File: config.mk
export PLATFORM = sky130hd
export DESIGN_NAME = dmem_arbiter
export DESIGN_NICKNAME = d
export VERILOG_FILES = /design/src/rtl/dmem_pkg.sv /design/src/rtl/dmem_rr_pick.sv /design/src/rtl/dmem_arbiter.sv
export SDC_FILE = /design/constraint.sdc
export NUM_CORES = 1
export LEC_CHECK = 0
export CORE_AREA = 2 2 117 119
export CTS_CLUSTER_DIAMETER = 60
export DETAILED_ROUTE_END_ITERATION = 16
export DIE_AREA = 0 0 119 121
export GPL_TIMING_DRIVEN = 1
export PLACE_DENSITY_LB_ADDON = 0.12
export SYNTH_ARGS = -nofsm -noshare
export SYNTH_HDL_FRONTEND = slang
export SYNTH_SLANG_ARGS = --single-unit
export TNS_END_PERCENT = 20
File: constraint.sdc
create_clock -name i_clk -period 4.61 [get_ports i_clk]
set_input_delay 0.922 -clock i_clk [delete_from_list [all_inputs] [get_ports i_clk]]
set_output_delay 0.922 -clock i_clk [all_outputs]
set_load 0.01 [all_outputs]
File: src/rtl/dmem_pkg.sv
// Shared types and constants for the data-memory arbiter and its helpers.
package dmem_pkg;

    typedef enum logic {
        ST_IDLE  = 1'b0,
        ST_BURST = 1'b1
    } dmem_state_t;

    localparam int DMEM_DEPTH     = 85;
    localparam int DMEM_MAX_BURST = 8;

    localparam logic CPU_PORT = 1'b0;
    localparam logic DMA_PORT = 1'b1;

endpackage

File: src/rtl/dmem_rr_pick.sv
// Two-way round-robin picker: turns a request pair and a priority pointer
// into a one-hot grant. Reusable by any shared resource with two clients.
module dmem_rr_pick
    import dmem_pkg::*;
(
    input  logic [1:0] i_req,
    input  logic       i_rr_ptr,
    output logic [1:0] o_gnt
);

    always_comb begin
        o_gnt = 2'b00;
        if (i_req == 2'b11) begin
            o_gnt = (i_rr_ptr == DMA_PORT) ? 2'b10 : 2'b01;
        end else begin
            o_gnt = i_req;
        end
    end

endmodule

File: src/rtl/dmem_arbiter.sv
// Arbiter between the CPU (port 0) and DMA (port 1) for the single-port data
// memory: round-robin with locked bursts, registered response one cycle after grant.
module dmem_arbiter
    import dmem_pkg::*;
#(
    parameter int MEM_DEPTH = DMEM_DEPTH,
    parameter int MAX_BURST = DMEM_MAX_BURST
) (
    input  logic        i_clk,
    input  logic        i_reset,
    input  logic        i_req0,
    input  logic        i_req1,
    input  logic        i_we0,
    input  logic        i_we1,
    input  logic        i_lock0,
    input  logic        i_lock1,
    input  logic [31:0] i_addr0,
    input  logic [31:0] i_addr1,
    input  logic [31:0] i_wdata0,
    input  logic [31:0] i_wdata1,
    output logic        o_gnt0,
    output logic        o_gnt1,
    output logic        o_rvalid0,
    output logic        o_rvalid1,
    output logic [31:0] o_rdata0,
    output logic [31:0] o_rdata1,
    output logic        o_err0,
    output logic        o_err1,
    output logic [31:0] o_mem_a,
    output logic [31:0] o_mem_wd,
    output logic        o_mem_we,
    input  logic [31:0] i_mem_rd
);

    // state | meaning
    // IDLE  | no owner, round-robin picker decides
    // BURST | r_owner keeps the memory until it idles, unlocks or hits MAX_BURST
    localparam int CW = $clog2(MAX_BURST + 1);

    dmem_state_t   r_state;
    logic          r_owner;
    logic          r_rr_ptr;
    logic [CW-1:0] r_burst_cnt;
    logic [1:0]    r_rvalid;
    logic [1:0]    r_err;
    logic [31:0]   r_rdata0;
    logic [31:0]   r_rdata1;

    logic [1:0]    w_req;
    logic [1:0]    w_pick;
    logic [1:0]    w_gnt;
    logic          w_any;
    logic          w_sel;
    logic          w_we;
    logic          w_lock;
    logic          w_in_range;
    logic [31:0]   w_addr;
    logic [31:0]   w_wdata;
    logic [31:0]   w_rd_word;
    logic [CW-1:0] w_cnt_next;

    assign w_req = {i_req1, i_req0};

    dmem_rr_pick u_pick (
        .i_req    (w_req),
        .i_rr_ptr (r_rr_ptr),
        .o_gnt    (w_pick)
    );

    always_comb begin
        w_gnt = 2'b00;
        if (!i_reset) begin
            if (r_state == ST_IDLE) begin
                w_gnt = w_pick;
            end else begin
                w_gnt[r_owner] = w_req[r_owner];
            end
        end
    end

    // With no grant the address path parks on the port that would win next.
    assign w_any      = |w_gnt;
    assign w_sel      = w_any ? w_gnt[1] : r_rr_ptr;
    assign w_addr     = w_sel ? i_addr1  : i_addr0;
    assign w_wdata    = w_sel ? i_wdata1 : i_wdata0;
    assign w_we       = w_sel ? i_we1    : i_we0;
    assign w_lock     = w_sel ? i_lock1  : i_lock0;
    assign w_in_range = (w_addr < 32'(MEM_DEPTH));
    assign w_rd_word  = (!w_we && w_in_range) ? i_mem_rd : 32'd0;
    assign w_cnt_next = r_burst_cnt + CW'(1);

    assign o_mem_a  = w_addr;
    assign o_mem_wd = w_wdata;
    assign o_mem_we = w_any & w_we & w_in_range;
    assign o_gnt0   = w_gnt[0];
    assign o_gnt1   = w_gnt[1];

    always_ff @(posedge i_clk) begin
        if (i_reset) begin
            r_state     <= ST_IDLE;
            r_owner     <= CPU_PORT;
            r_rr_ptr    <= CPU_PORT;
            r_burst_cnt <= '0;
        end else begin
            case (r_state)
                ST_IDLE: begin
                    if (w_any) begin
                        r_rr_ptr <= ~w_sel;
                        if (w_lock && (MAX_BURST > 1)) begin
                            r_state     <= ST_BURST;
                            r_owner     <= w_sel;
                            r_burst_cnt <= CW'(1);
                        end
                    end
                end
                ST_BURST: begin
                    if (w_any && w_lock && (w_cnt_next < CW'(MAX_BURST))) begin
                        r_burst_cnt <= w_cnt_next;
                    end else begin
                        r_state     <= ST_IDLE;
                        r_rr_ptr    <= ~r_owner;
                        r_burst_cnt <= '0;
                    end
                end
                default: r_state <= ST_IDLE;
            endcase
        end
    end

    always_ff @(posedge i_clk) begin
        if (i_reset) begin
            r_rvalid <= 2'b00;
            r_err    <= 2'b00;
            r_rdata0 <= 32'd0;
            r_rdata1 <= 32'd0;
        end else begin
            r_rvalid <= w_gnt;
            r_err    <= w_gnt & {2{~w_in_range}};
            if (w_gnt[0]) r_rdata0 <= w_rd_word;
            if (w_gnt[1]) r_rdata1 <= w_rd_word;
        end
    end

    assign o_rvalid0 = r_rvalid[0];
    assign o_rvalid1 = r_rvalid[1];
    assign o_err0    = r_err[0];
    assign o_err1    = r_err[1];
    assign o_rdata0  = r_rdata0;
    assign o_rdata1  = r_rdata1;

endmodule

==> Yosys cells after proc, flatten, opt, wreduce, memory -nomap -nowiden <==
Cells that the tools add are included.
Widths: inputs -> output; s select.
{ "classes": {"reduce_logical": 9, "order_cmp": 4, "addsub": 1, "eq_ne": 4, "n_mux": 25, "bitwise_logic": 8} }
{ "op_table": {"columns": ["cell", "n"], "rows": [
  ["$mux 32", 3],
  ["$lt 32x7->1 const B", 1],
  ["$mux 4", 3],
  ["$mux 1", 11],
  ["$mux 2", 4],
  ["$pmux 4 s2", 1],
  ["$ne 2x2->1 const B", 3],
  ["$add 4x1->4 const B", 1],
  ["$and 2x2->2", 2],
  ["$logic_and 1x1->1", 4],
  ["$lt 4x4->1 const B", 1],
  ["$not 1->1", 4],
  ["$pmux 1 s2", 2],
  ["$reduce_and 2->1", 2],
  ["$reduce_and 3->1", 1],
  ["$and 1x1->1", 2],
  ["$eq 2x2->1 const B", 1],
  ["$lt 1x2->1 const B", 1],
  ["$reduce_or 2->1", 1],
  ["$demux 1 s1", 1],
  ["$ge 1x1->1 const B", 1],
  ["$logic_not 1->1", 1]
]} }
{ "totals": {"out_inout_bits": 135, "inputBits": 168, "word_cells": 59, "reg_bits": 75} }

==> Depth between registers and ports, before layout <==
Gate-level depths: netlist (run 1).
{ "depth": {"ltp_word": 14, "depth_mapped": 7, "ltp_nobuf": 5} }

==> Hierarchy <==
A second synthesis (run 1) with hierarchy kept.
{ "hier_totals": {"hier_cells": 377, "area_unflattened_um2": 3714.8} }
{ "by_module_without_submodules": {"columns": ["module", "seq_area_each_um2", "area_per_inst_um2", "cells_each", "n_inst"], "rows": [
  ["dmem_arbiter", 1501.4, 3696.0, 374, 1],
  ["dmem_rr_pick", 0.0, 18.8, 3, 1]
]} }

==> Worst setup path after synthesis (run 1) <==
Ideal clock, no wire load.
{ "synth_path": {"path_type": "input to output", "startpoint": "in i_reset", "endpoint": "out o_mem_a[10]", "setup_slack_ps": 1370, "path_buffers": 3, "path_stages": 6, "t_required_ps": 3688, "arrival_time_ps": 2318, "path_cell_list": "buf_2 -> o21ba_2 -> o221ai_4 -> buf_2 -> buf_4 -> mux2_2"} }
{ "synth_between": {"elab_chain_cells": 4} }
{ "synth_rtl": {"columns": ["element", "line", "source"], "rows": [
  ["start, declared", "dmem_arbiter.sv:10", "input logic i_reset,"],
  ["$mux 2 (*)", "dmem_arbiter.sv:72", "if (!i_reset) begin"],
  ["$reduce_or 2->1", "dmem_arbiter.sv:82", "assign w_any = |w_gnt;"],
  ["$mux 1 (*)", "dmem_arbiter.sv:83", "assign w_sel = w_any ? w_gnt[1] : r_rr_ptr;"],
  ["$mux 32 (*)", "dmem_arbiter.sv:84", "assign w_addr = w_sel ? i_addr1 : i_addr0;"],
  ["end, declared", "dmem_arbiter.sv:29", "output logic [31:0] o_mem_a,"]
]} }
Mark *: on every way between the ends. The rest lies on a longest branch, timed or not.

==> Worst setup path after layout (run 1) <==
{ "layout_path": {"startpoint": "in i_req1", "endpoint": "out o_mem_a[20]"} }
{ "layout_between": {"elab_chain_cells": 8, "word_cells_on_any_way": 10, "cone_classes": "eq/ne: 1; mux: 7; bitwise: 1; reduce/logical: 1"} }
{ "layout_rtl": {"columns": ["element", "line", "source"], "rows": [
  ["start, declared", "dmem_arbiter.sv:12", "input logic i_req1,"],
  ["$mux 1 (not written as such) (2 in a row)", "dmem_arbiter.sv:76", "w_gnt[r_owner] = w_req[r_owner];"],
  ["$and 2x2->2 (no line)", null, null],
  ["$mux 2 (*)", "dmem_arbiter.sv:73", "if (r_state == ST_IDLE) begin"],
  ["$mux 2 (*)", "dmem_arbiter.sv:72", null],
  ["$reduce_or 2->1", "dmem_arbiter.sv:82", null],
  ["$mux 1 (*)", "dmem_arbiter.sv:83", null],
  ["$mux 32 (*)", "dmem_arbiter.sv:84", null]
]} }
Mark *: on every way between the ends. The rest lies on a longest branch, timed or not. The select of a mux whose other input is x is not followed.

==> load_flow_metrics.sql, run 1 <==
INSERT INTO impl_metrics (metric_group, metric, value, unit) VALUES
('final_layout', 'post_route_cells_drive_above_1_share', '0.1818', ''),
('cts', 'cts_inserted_buffers', '9', ''),
('floorplan', 'start_util', '0.2718', ''),
('grt', 'grt_overflow_total', '0', ''),
('floorplan', 'rows', '42', ''),
('synth', 'synth-seq-area-share', '0.4221', ''),
('final_layout', 'syn_to_final_growth', '98.66', '%'),
('floorplan', 'pin_count', '303', ''),
('cts', 'clock_sinks', '75', ''),
('synth', 'syn-instance-count', '312', ''),
('cts', 'clock_latency', '0.32', 'ns'),
('grt', 'antenna_found_initial', '1', ''),
('critical_path', 'critical_path.startpoint_type', 'input port', ''),
('detailed_routing', 'ant_nets', '0', ''),
('timing', 'setup_violations', '0', ''),
('synth', 'synth.lib_cells_used.distinct', '45', ''),
('timing', 'post-route-period-util', '0.9277', ''),
('floorplan', 'die_h', '121', 'um'),
('cts', 'cts_repair_resize_count', '0', ''),
('job', 'max_capacitance_violation_count', '0', ''),
('cts', 'clkSlewWorstSetupHoldPaths', '0.05', 'ns'),
('synth', 'yosys-top-cells-area', 'dfxtp_1 (42%), mux2_2 (20%), a22o_1 (14%)', ''),
('detailed_routing', 'num_vias', '3793', ''),
('detailed_routing', 'routed_wire_length_per_instance', '19.61', 'um'),
('power_and_ir_drop', 'ir_drop', '0.0002217', 'V'),
('critical_path', 'required_worst_endpoint', '3.69', 'ns'),
('timing', 'final_period_minus_worst_setup_slack', '4.277', 'ns'),
('synth', 'synth.ff_latch_count', '75', ''),
('synth', 'synth_top_area_share', '0.4221', ''),
('grt', 'grt_pass1_vias', '4086', ''),
('synth', 'postSynth.asyncResetShare', '0', ''),
('cts', 'ctsHtreeMaxLevel', '3', ''),
('timing', 'max_freq', '233.8', 'MHz'),
('timing', 'worstMarginPinSlew', '0.5353', 'ns'),
('synth', 'netlist.top_cell.by_area', 'dfxtp_1', ''),
('place', 'finalWeightedCongestion', '0.9329', ''),
('floorplan', 'die_w', '119', 'um'),
('power_and_ir_drop', 'power.static_leakage', '2.630', 'nW'),
('place', 'portBuffers', '302', ''),
('status', 'run_status', 'complete, no violations', ''),
('place', 'placed_cells_incl_taps', '778', ''),
('critical_path', 'worst-setup-path-type', 'in -> out', ''),
('synth', 'syn_area', '3557', 'um^2'),
('critical_path', 'critPathCaptureType', 'output port', ''),
('timing', 'timing.max_slew.rel_slack', '0.6410', ''),
('timing', 'final_slew_viol_count', '0', ''),
('cts', 'cts_buffer_depth', '2', ''),
('detailed_routing', 'drc_errors', '0', ''),
('cts', 'cts.repair_timing.setup_buffer_count', '0', ''),
('timing', 'timing.clock.skew', '0.006212', 'ns'),
('detailed_routing', 'post_drt_via_cell_ratio', '4.783', ''),
('synth', 'mappedNetlistNets', '481', ''),
('synth', 'post_synth.cell_area_avg', '11.40', 'um^2'),
('final_layout', 'num-fill-cells', '1102', ''),
('timing', 'grt_setup_unrepaired', 'false', ''),
('synth', 'synth.yosys.warnings', '0', ''),
('worst_hold_path', 'min-delay-path-class', 'reg -> reg', ''),
('power_and_ir_drop', 'fin_total_pwr', '2.304', 'mW'),
('place', 'detailedPlacementHpwl', '12370', 'um'),
('synth', 'synthFlopType', 'dfxtp_1', ''),
('power_and_ir_drop', 'power.density', '326.0', 'nW/um^2'),
('critical_path', 'critPathArrivalTime', '3.35', 'ns'),
('cts', 'cts_tree', 'built', ''),
('grt', 'first_pass_grt_wire_length', '23520', 'um'),
('floorplan', 'die_area', '14400', 'um^2'),
('detailed_routing', 'drt_wl_total', '15550', 'um'),
('floorplan', 'design.core.area', '13090', 'um^2'),
('final_layout', 'finish.net_count', '782', ''),
('grt', 'globalRouteTotalUtil', '0.2112', ''),
('critical_path', 'timing.critical_path.fanout_max', '31', ''),
('final_layout', 'layoutNonFillerInstCount', '793', ''),
('timing', 'report.final.hold_viol_count', '0', ''),
('grt', 'grt_start_max_net_pins', '33', ''),
('cts', 'cts-root-buf', 'clkbuf_16', ''),
('detailed_routing', 'drt_first_pass_iters', '4', ''),
('synth', 'synth-edff-count', '0', ''),
('detailed_routing', 'detail_route.iter0.violations', '167', ''),
('timing', 'sum_of_negative_setup_slack', '0', 'ns'),
('cts', 'postCtsHoldBufs', '0', '');
==> critical path, cell delays in order <==
cell and delay [ns]:
clkdlybuf4s50_1 0.56, or2b_4 0.33, o221ai_4 0.19, buf_12 0.22, buf_12 0.22, mux2_2 0.35, clkdlybuf4s50_1 0.54
==> layout make-up <==
class	count	area (um^2)	share of cell area
clock buffers	10	239.0	0.03382
diodes	1	2.502	0.0003541
well taps	176	220.2	0.03116
clock inverters	4	51.30	0.007259
repair buffers	310	3108	0.4398
inverters	9	33.78	0.004780
flip-flops and latches	75	1501	0.2125
multi-input cells	208	1911	0.2704
==> report_power, final <==
part | switching [mW] | total (mW) | internal [mW] | leakage, nW
Combinational | 0.374 | 0.937 | 0.563 | 1.88
Sequential | 0.0138 | 0.675 | 0.661 | 0.605
Clock | 0.263 | 0.692 | 0.429 | 0.141
Total | 0.651 | 2.30 | 1.65 | 2.63
==> through the flow <==
stage | hold slack, ns | utilization | setup slack, ns | area, um^2
floorplan | 0.4689 | - | 1.370 | 3557
global placement | 0.4604 | 0.5177 | 0.3598 | 6774
detailed placement | 0.4628 | 0.5177 | 0.3229 | 6774
CTS | 0.4807 | 0.5399 | 0.3250 | 7064
global route | 0.4958 | 0.5399 | 0.2695 | 7064
finish | 0.4724 | 0.5401 | 0.3335 | 7067
==> cells in the final DEF, fill, tap and decap left out, types with 3 or more instances in the layout <==
cell type / synthesis / final
buf_4: 4 / 6
a22o_1: 55 / 55
clkdlybuf4s50_1: 0 / 302
o21ai_0: 4 / 4
inv_1: 9 / 9
nor3_1: 5 / 5
a22o_2: 10 / 10
nor4_1: 10 / 10
dfxtp_1: 75 / 75
nand2_1: 3 / 3
mux2_2: 64 / 64
nand2b_1: 4 / 4
nor2_1: 14 / 12
clkbuf_16: 0 / 9
a21oi_1: 4 / 4
nand3_1: 3 / 3
==> layer usage <==
layer,GRT usage,vias up,wire length (um)
met3,0.06720,32,1105
li1,-,1809,-
met2,0.3710,170,7732
met4,0.09301,0,501
met5,0,-,0
met1,0.2338,1782,6210
==> cell families after synthesis <==
kind of cell,after synthesis,synth area share
flip-flops,75,0.4221
buffers and inverters,29,0.04467
multiplexers,65,0.2054
AO/OA/AOI/OAI,91,0.2385
AND/OR/NAND/NOR,51,0.08582
adder cells (fa/ha/maj),1,0.003517
==> state kept, by name, summed over array words and instances (netlist names) <==
signal and count:
r_owner 1, r_rr_ptr 1, o_rdata1 32, o_rdata0 32
r_state 1, r_burst_cnt 4, r_rvalid 2, r_err 2
==> cells in the mapped netlist, types with 3 or more instances <==
| cell | instances |
|---|---|
| a21oi_1 | 4 |
| nand2_1 | 3 |
| buf_2 | 10 |
| buf_6 | 3 |
| a22o_2 | 10 |
| buf_4 | 4 |
| nor4_1 | 10 |
| a22o_1 | 55 |
| nor3_1 | 5 |
| inv_1 | 9 |
| nor2_1 | 14 |
| mux2_2 | 64 |
| clkbuf_1 | 3 |
| dfxtp_1 | 75 |
| o21ai_0 | 4 |
| nand2b_1 | 4 |
| nand3_1 | 3 |
==> path summary, 6_finish.rpt <==
kind,slack (ns),start,end,depth (start not counted)
worst max register to register,2.35,r_state$_SDFF_PP0_,o_rdata0[4]$_SDFFE_PP0P_,6
worst min register to register,0.47,o_rdata0[13]$_SDFFE_PP0P_,o_rdata0[13]$_SDFFE_PP0P_,1
worst max-delay path,0.33,i_req1,o_mem_a[20],7
worst min-delay path,0.47,o_rdata0[13]$_SDFFE_PP0P_,o_rdata0[13]$_SDFFE_PP0P_,1
No activity file was read; power rests on OpenSTA's default activity.
==> inputs of run 2 (changes only) <==
==> constraint.sdc (replaced) <==
create_clock -name i_clk -period 4.61 [get_ports i_clk]
set_input_delay 0.6915 -clock i_clk [delete_from_list [all_inputs] [get_ports i_clk]]
set_output_delay 0.6915 -clock i_clk [all_outputs]
set_load 0.01 [all_outputs]
==> load_flow_metrics.sql, run 2 (synthesized netlist as in run 1, its figures left out) <==
INSERT INTO impl_metrics (metric_group, metric, value, unit) VALUES
('critical_path', 'timing.critical_path.fanout_max', '16', ''),
('timing', 'final_period_minus_worst_setup_slack', '4.038', 'ns'),
('cts', 'cts-root-buf', 'clkbuf_16', ''),
('detailed_routing', 'routed_wire_length_per_instance', '19.48', 'um'),
('timing', 'worstMarginPinSlew', '0.6525', 'ns'),
('cts', 'cts_inserted_buffers', '9', ''),
('floorplan', 'start_util', '0.2718', ''),
('grt', 'antenna_found_initial', '0', ''),
('floorplan', 'design.core.area', '13090', 'um^2'),
('critical_path', 'critical_path.slowest_cell', 'clkdlybuf4s50_1', ''),
('floorplan', 'pin_count', '303', ''),
('floorplan', 'die_w', '119', 'um'),
('critical_path', 'critical_path.startpoint_type', 'input port', ''),
('timing', 'max_freq', '247.7', 'MHz'),
('place', 'dpl_worst_slack', '0.5602', 'ns'),
('place', 'placed_cells_incl_taps', '778', ''),
('final_layout', 'syn_to_final_growth', '98.94', '%'),
('timing', 'timing.max_slew.rel_slack', '0.5650', ''),
('timing', 'final.setup.worst_slack', '0.5720', 'ns'),
('detailed_routing', 'post_drt_via_cell_ratio', '4.804', ''),
('grt', 'grt_pass1_vias', '3975', ''),
('worst_hold_path', 'min-delay-path-class', 'reg -> reg', ''),
('grt', 'grt_overflow_total', '0', ''),
('cts', 'cts_buffer_depth', '2', ''),
('critical_path', 'worstPathCellList', 'clkdlybuf4s50_1 -> or2b_4 -> o221ai_4 -> buf_4 -> mux2_2 -> clkdlybuf4s50_1', ''),
('final_layout', 'commonest_non_fill_non_tap_cells_in_the_layout', 'clkdlybuf4s50_1 (302), dfxtp_1 (75), mux2_2 (64), a22o_1 (55), nor2_1 (12)', ''),
('detailed_routing', 'num_vias', '3814', ''),
('critical_path', 'worst_path_dominant_cell_family', 'buffers and inverters', ''),
('cts', 'postCtsHoldBufs', '0', ''),
('power_and_ir_drop', 'power_frac_seq', '0.291', ''),
('critical_path', 'cp_common_cell', 'clkdlybuf4s50_1', ''),
('floorplan', 'rows', '42', ''),
('detailed_routing', 'ant_nets', '0', ''),
('final_layout', 'n_antenna_cell', '0', ''),
('critical_path', 'critPathCaptureType', 'output port', ''),
('detailed_routing', 'drc_errors', '0', ''),
('power_and_ir_drop', 'power.share.switching', '0.2834', ''),
('floorplan', 'die_area', '14400', 'um^2'),
('cts', 'ctsHtreeMaxLevel', '3', ''),
('final_layout', 'finish.net_count', '782', ''),
('critical_path', 'critPathMaxStageDelay', '0.57', 'ns'),
('detailed_routing', 'detail_route.iter0.violations', '143', ''),
('final_layout', 'layoutNonFillerInstCount', '794', ''),
('power_and_ir_drop', 'comb_power_share', '0.405', ''),
('power_and_ir_drop', 'ir_drop', '0.0002207', 'V'),
('detailed_routing', 'drt_wl_total', '15470', 'um'),
('place', 'portBuffers', '302', ''),
('cts', 'clkSlewWorstSetupHoldPaths', '0.06', 'ns'),
('job', 'max_capacitance_violation_count', '0', ''),
('timing', 'report.final.hold_viol_count', '0', ''),
('final_layout', 'post_route_cells_drive_above_1_share', '0.1828', ''),
('power_and_ir_drop', 'power.static_leakage', '2.635', 'nW'),
('status', 'run_status', 'complete, no violations', ''),
('final_layout', 'layout_commonest_cell', 'clkdlybuf4s50_1', ''),
('cts', 'cts_tree', 'built', ''),
('power_and_ir_drop', 'power.density', '327.3', 'nW/um^2'),
('timing', 'sum_of_negative_setup_slack', '0', 'ns'),
('cts', 'cts_repair_resize_count', '0', ''),
('grt', 'first_pass_grt_wire_length', '23050', 'um'),
('place', 'dpl-instance-area', '6774', 'um^2'),
('cts', 'clock_latency', '0.32', 'ns'),
('timing', 'setup_violations', '0', ''),
('cts', 'cts.repair_timing.setup_buffer_count', '0', ''),
('critical_path', 'sum_of_buffers_and_inverters_on_the_critical_path', '3', ''),
('place', 'detailedPlacementHpwl', '12320', 'um'),
('critical_path', 'critPathArrivalTime', '3.35', 'ns'),
('floorplan', 'die_h', '121', 'um'),
('cts', 'clock_sinks', '75', ''),
('critical_path', 'required_worst_endpoint', '3.92', 'ns'),
('place', 'finalWeightedCongestion', '0.9388', ''),
('timing', 'grt_setup_unrepaired', 'false', ''),
('detailed_routing', 'drt_first_pass_iters', '4', ''),
('grt', 'globalRouteTotalUtil', '0.2065', ''),
('timing', 'timing.clock.skew', '0.005670', 'ns'),
('timing', 'final_slew_viol_count', '0', ''),
('grt', 'grt_start_max_net_pins', '33', ''),
('critical_path', 'worst-setup-path-type', 'in -> out', ''),
('power_and_ir_drop', 'power_report.internal_total', '1.660', 'mW'),
('timing', 'post-route-period-util', '0.8759', ''),
('power_and_ir_drop', 'share_clk_of_total_power', '0.303', ''),
('power_and_ir_drop', 'netSwitchingPower', '0.6563', 'mW'),
('final_layout', 'final_area', '7077', 'um^2');
==> run 2: path summary, 6_finish.rpt <==
kind	start	to	slack (ns)	cells past startpoint
worst max-delay path	i_req1	o_mem_a[5]	0.57	6
worst min-delay path	o_rdata0[17]$_SDFFE_PP0P_	o_rdata0[17]$_SDFFE_PP0P_	0.48	1
worst max register to register	r_state$_SDFF_PP0_	o_rdata0[2]$_SDFFE_PP0P_	2.29	6
worst min register to register	o_rdata0[17]$_SDFFE_PP0P_	o_rdata0[17]$_SDFFE_PP0P_	0.48	1
==> run 2: worst register-to-register path, cell delays in order (launching register included) <==
cell	delay, ns
dfxtp_1	0.40
or2b_4	0.33
o211ai_2	0.32
inv_1	0.14
nor2_2	0.51
buf_4	0.38
a22o_1	0.19
==> run 2: stage by stage <==
step	power (mW)	utilization	hold WS (ns)
floorplan	1.118	-	0.4689
global placement	1.617	0.5177	0.4610
detailed placement	1.630	0.5177	0.4642
CTS	2.340	0.5408	0.4811
global route	2.409	0.5408	0.4888
finish	2.316	0.5408	0.4760
==> run 2: routing by layer <==
layer / vias to the layer above / share of wire / GRT usage / wire length (um)
met1: 1818 / 0.39 / 0.2299 / 5961
met4: 0 / 0.021 / 0.06994 / 320
met3: 23 / 0.081 / 0.06579 / 1248
met5: - / 0 / 0 / 0
met2: 167 / 0.51 / 0.3710 / 7939
li1: 1806 / - / - / -
==> run 2: final cells by class <==
type                            instances  area [um^2]
Clock buffer                           11        242.7
Clock inverter                          5        60.06
Fill cell                            1145         6008
Inverter                                9        33.78
Multi-Input combinational cell        208         1911
Sequential cell                        75         1501
Tap cell                              176        220.2
Timing Repair Buffer                  310         3108
==> run 2: power groups by stage <==
stage	combinational [mW]	clock (mW)	sequential, mW
4_1_cts	0.948	0.717	0.675
2_1_floorplan	0.430	0	0.688
3_5_place_dp	0.941	0	0.689
5_1_grt	0.989	0.744	0.677
3_3_place_gp	0.929	0	0.688
6_report	0.938	0.703	0.675
==> inputs of run 3 (changes only) <==
Settings changed: ABC_AREA set to 1, CORE_AREA 2 2 117 119 to 2 2 118 120, DIE_AREA 0 0 119 121 to 0 0 120 122, SLEW_MARGIN set to 20.
==> load_flow_metrics.sql, run 3 <==
INSERT INTO impl_metrics (metric_group, metric, value, unit) VALUES
('status', 'run_status', 'complete, no violations', ''),
('cts', 'cts_repair_resize_count', '0', ''),
('cts', 'clock_sinks', '75', ''),
('grt', 'grt_overflow_total', '0', ''),
('final_layout', 'n_antenna_cell', '0', ''),
('power_and_ir_drop', 'comb_power_share', '0.519', ''),
('place', 'finalWeightedCongestion', '0.8837', ''),
('detailed_routing', 'drc_errors', '0', ''),
('cts', 'ctsHtreeMaxLevel', '3', ''),
('critical_path', 'critPathArrivalTime', '3.52', 'ns'),
('synth', 'synth.ff_latch_count', '75', ''),
('final_layout', 'layout_commonest_cell', 'clkdlybuf4s50_1', ''),
('critical_path', 'critical_path.startpoint_type', 'input port', ''),
('cts', 'cts_tree', 'built', ''),
('synth', 'postSynth.asyncResetShare', '0', ''),
('power_and_ir_drop', 'power_report.internal_total', '2.146', 'mW'),
('timing', 'timing.max_slew.rel_slack', '0.2970', ''),
('floorplan', 'die_area', '14640', 'um^2'),
('floorplan', 'design.core.area', '13500', 'um^2'),
('place', 'portBuffers', '302', ''),
('final_layout', 'num-fill-cells', '1254', ''),
('power_and_ir_drop', 'power.share.switching', '0.3623', ''),
('final_layout', 'multi_input_area', '2117', 'um^2'),
('floorplan', 'pin_count', '303', ''),
('timing', 'worstMarginPinSlew', '1.054', 'ns'),
('job', 'max_capacitance_violation_count', '0', ''),
('power_and_ir_drop', 'fin_total_pwr', '3.366', 'mW'),
('final_layout', 'sequential_cell_area_in_the_final_layout', '1501', 'um^2'),
('critical_path', 'critPathMaxStageDelay', '0.60', 'ns'),
('final_layout', 'syn_to_final_growth', '81.73', '%'),
('critical_path', 'critPathCaptureType', 'output port', ''),
('cts', 'cts_buffer_depth', '2', ''),
('detailed_routing', 'routed_wire_length_per_instance', '15.93', 'um'),
('floorplan', 'rows', '43', ''),
('cts', 'cts_inserted_buffers', '9', ''),
('timing', 'final_period_minus_worst_setup_slack', '4.214', 'ns'),
('detailed_routing', 'ant_nets', '0', ''),
('synth', 'yosys-top-cells-area', 'dfxtp_1 (36%), nand2_1 (15%), a21oi_1 (12%)', ''),
('grt', 'globalRouteTotalUtil', '0.2243', ''),
('critical_path', 'timing.critical_path.fanout_max', '67', ''),
('synth', 'netlist.top_cell.by_area', 'dfxtp_1', ''),
('synth', 'mappedNetlistNets', '765', ''),
('power_and_ir_drop', 'share_clk_of_total_power', '0.227', ''),
('power_and_ir_drop', 'power.static_leakage', '3.315', 'nW'),
('critical_path', 'worstPathCellList', 'clkdlybuf4s50_1 -> nor2_1 -> nand2_4 -> nand2_4 -> nand2_2 -> buf_12 -> nand2_1 -> o21ai_1 -> nand2_1 -> nor2_1 -> nand2_2 -> nor2_8 -> nand2_1 -> nor3b_2 -> clkdlybuf4s50_1', ''),
('synth', 'post-synth-top-count-cell', 'nand2_1', ''),
('timing', 'post-route-period-util', '0.9140', ''),
('detailed_routing', 'post_drt_via_cell_ratio', '4.690', ''),
('final_layout', 'finish.net_count', '1042', ''),
('worst_hold_path', 'holdCritStartpoint', 'r_burst_cnt[3]$_SDFFE_PP0P_', ''),
('timing', 'sum_of_negative_setup_slack', '0', 'ns'),
('cts', 'postCtsHoldBufs', '0', ''),
('detailed_routing', 'drt_first_pass_iters', '4', ''),
('detailed_routing', 'num_vias', '4962', ''),
('floorplan', 'start_util', '0.3079', ''),
('critical_path', 'crit_path_start', 'i_reset', ''),
('synth', 'synth_top_area_share', '0.3611', ''),
('final_layout', 'post_route_cells_drive_above_1_share', '0.08087', ''),
('floorplan', 'die_w', '120', 'um'),
('timing', 'setup_violations', '0', ''),
('synth', 'synth_common_cells', 'nand2_1 (164), a21oi_1 (101), dfxtp_1 (75)', ''),
('critical_path', 'required_worst_endpoint', '3.92', 'ns'),
('critical_path', 'worst_r2r_startpoint', 'r_state$_SDFF_PP0_', ''),
('grt', 'first_pass_grt_wire_length', '25930', 'um'),
('synth', 'synthFlopType', 'dfxtp_1', ''),
('synth', 'syn_area', '4158', 'um^2'),
('cts', 'cts.repair_timing.setup_buffer_count', '0', ''),
('floorplan', 'die_h', '122', 'um'),
('synth', 'synth.yosys.warnings', '0', ''),
('critical_path', 'worst-setup-path-type', 'in -> out', ''),
('grt', 'antenna_found_initial', '0', ''),
('grt', 'grt_pass1_vias', '4870', ''),
('final_layout', 'commonest_non_fill_non_tap_cells_in_the_layout', 'clkdlybuf4s50_1 (302), nand2_1 (164), a21oi_1 (101), dfxtp_1 (75), inv_1 (67)', ''),
('place', 'detailedPlacementHpwl', '12730', 'um'),
('power_and_ir_drop', 'netSwitchingPower', '1.219', 'mW'),
('timing', 'report.final.hold_viol_count', '0', ''),
('synth', 'synth-seq-area-share', '0.3611', ''),
('timing', 'final_slew_viol_count', '0', ''),
('critical_path', 'cp_common_cell', 'nand2_1', ''),
('timing', 'max_freq', '237.3', 'MHz'),
('detailed_routing', 'drt_wl_total', '16860', 'um'),
('synth', 'syn-instance-count', '596', ''),
('power_and_ir_drop', 'power.density', '445.4', 'nW/um^2'),
('cts', 'clkSlewWorstSetupHoldPaths', '0.06', 'ns'),
('cts', 'cts-root-buf', 'clkbuf_16', ''),
('synth', 'synth.lib_cells_used.distinct', '28', ''),
('power_and_ir_drop', 'power_frac_seq', '0.254', ''),
('final_layout', 'post-route-util', '0.5595', ''),
('worst_hold_path', 'min-delay-path-class', 'reg -> reg', ''),
('power_and_ir_drop', 'ir_drop', '0.0002237', 'V'),
('synth', 'synth-edff-count', '0', ''),
('grt', 'grt_start_max_net_pins', '68', ''),
('cts', 'clock_latency', '0.33', 'ns'),
('timing', 'grt_setup_unrepaired', 'false', ''),
('synth', 'post_synth.cell_area_avg', '6.976', 'um^2'),
('critical_path', 'critical_path.slowest_cell', 'clkdlybuf4s50_1', ''),
('timing', 'timing.clock.skew', '0.008021', 'ns'),
('detailed_routing', 'detail_route.iter0.violations', '243', '');
==> run 3: layer usage <==
layer | vias up | share of wire | GRT usage
li1 | 2502 | - | -
met1 | 2231 | 0.41 | 0.2618
met2 | 200 | 0.49 | 0.3935
met3 | 29 | 0.077 | 0.06554
met4 | 0 | 0.023 | 0.07426
met5 | - | 0 | 0
==> run 3: path summary, 6_finish.rpt <==
path,cells after the start,end,slack [ns]
setup / recovery,15,o_mem_we,0.40
setup reg to reg,16,o_rdata0[7]$_SDFFE_PP0P_,1.71
hold reg to reg,2,r_burst_cnt[3]$_SDFFE_PP0P_,0.48
hold / removal,2,r_burst_cnt[3]$_SDFFE_PP0P_,0.48
==> run 3: layout make-up <==
| class | instances | share of cell area |
|---|---|---|
| clock buffers | 11 | 0.03212 |
| clock inverters | 5 | 0.01143 |
| inverters | 74 | 0.03709 |
| multi-input cells | 402 | 0.2802 |
| flip-flops and latches | 75 | 0.1987 |
| well taps | 180 | 0.02981 |
| repair buffers | 311 | 0.4107 |
==> run 3: stage by stage <==
| stage | cell area, um^2 | setup WS (ns) | hold slack [ns] | instances |
|---|---|---|---|---|
| final | 7556 | 0.3964 | 0.4842 | 1058 |
| after global routing | 7556 | 0.1469 | 0.5172 | 1058 |
| after CTS | 7556 | 0.4090 | 0.4855 | 1058 |
| after detailed placement | 7227 | 0.4182 | 0.4749 | 1042 |
| after global placement | 7227 | 0.4668 | 0.4751 | 1042 |
| after floorplan | 4158 | 1.519 | 0.4497 | 596 |
==> run 3: critical path, delay by kind of cell <==
family	cells	cell delay, ns
AO/OA/AOI/OAI	1	0.13
buffers and inverters	3	1.45
AND/OR/NAND/NOR	11	1.21
==> run 3: logic make-up (layout without fill, tap and decap cells) <==
kind of cell | Yosys count | in the layout | share of synthesized area
AOI/OAI and AO/OA | 165 | 165 | 0.2010
DFF | 75 | 75 | 0.3611
muxes | 1 | 1 | 0.002408
and+or+nand+nor | 233 | 233 | 0.2955
adders and majority gates | 1 | 1 | 0.003009
xor gates and xnor gates | 2 | 2 | 0.004214
buffers and inverters | 119 | 401 | 0.1327
==> run 3: power by group through the flow <==
stage	combinational (mW)	clock (mW)	sequential, mW
after global routing	1.90	0.810	0.873
after detailed placement	1.74	0	0.867
after global placement	1.73	0	0.861
after CTS	1.76	0.786	0.855
after floorplan	0.775	0	0.907
final	1.75	0.764	0.856
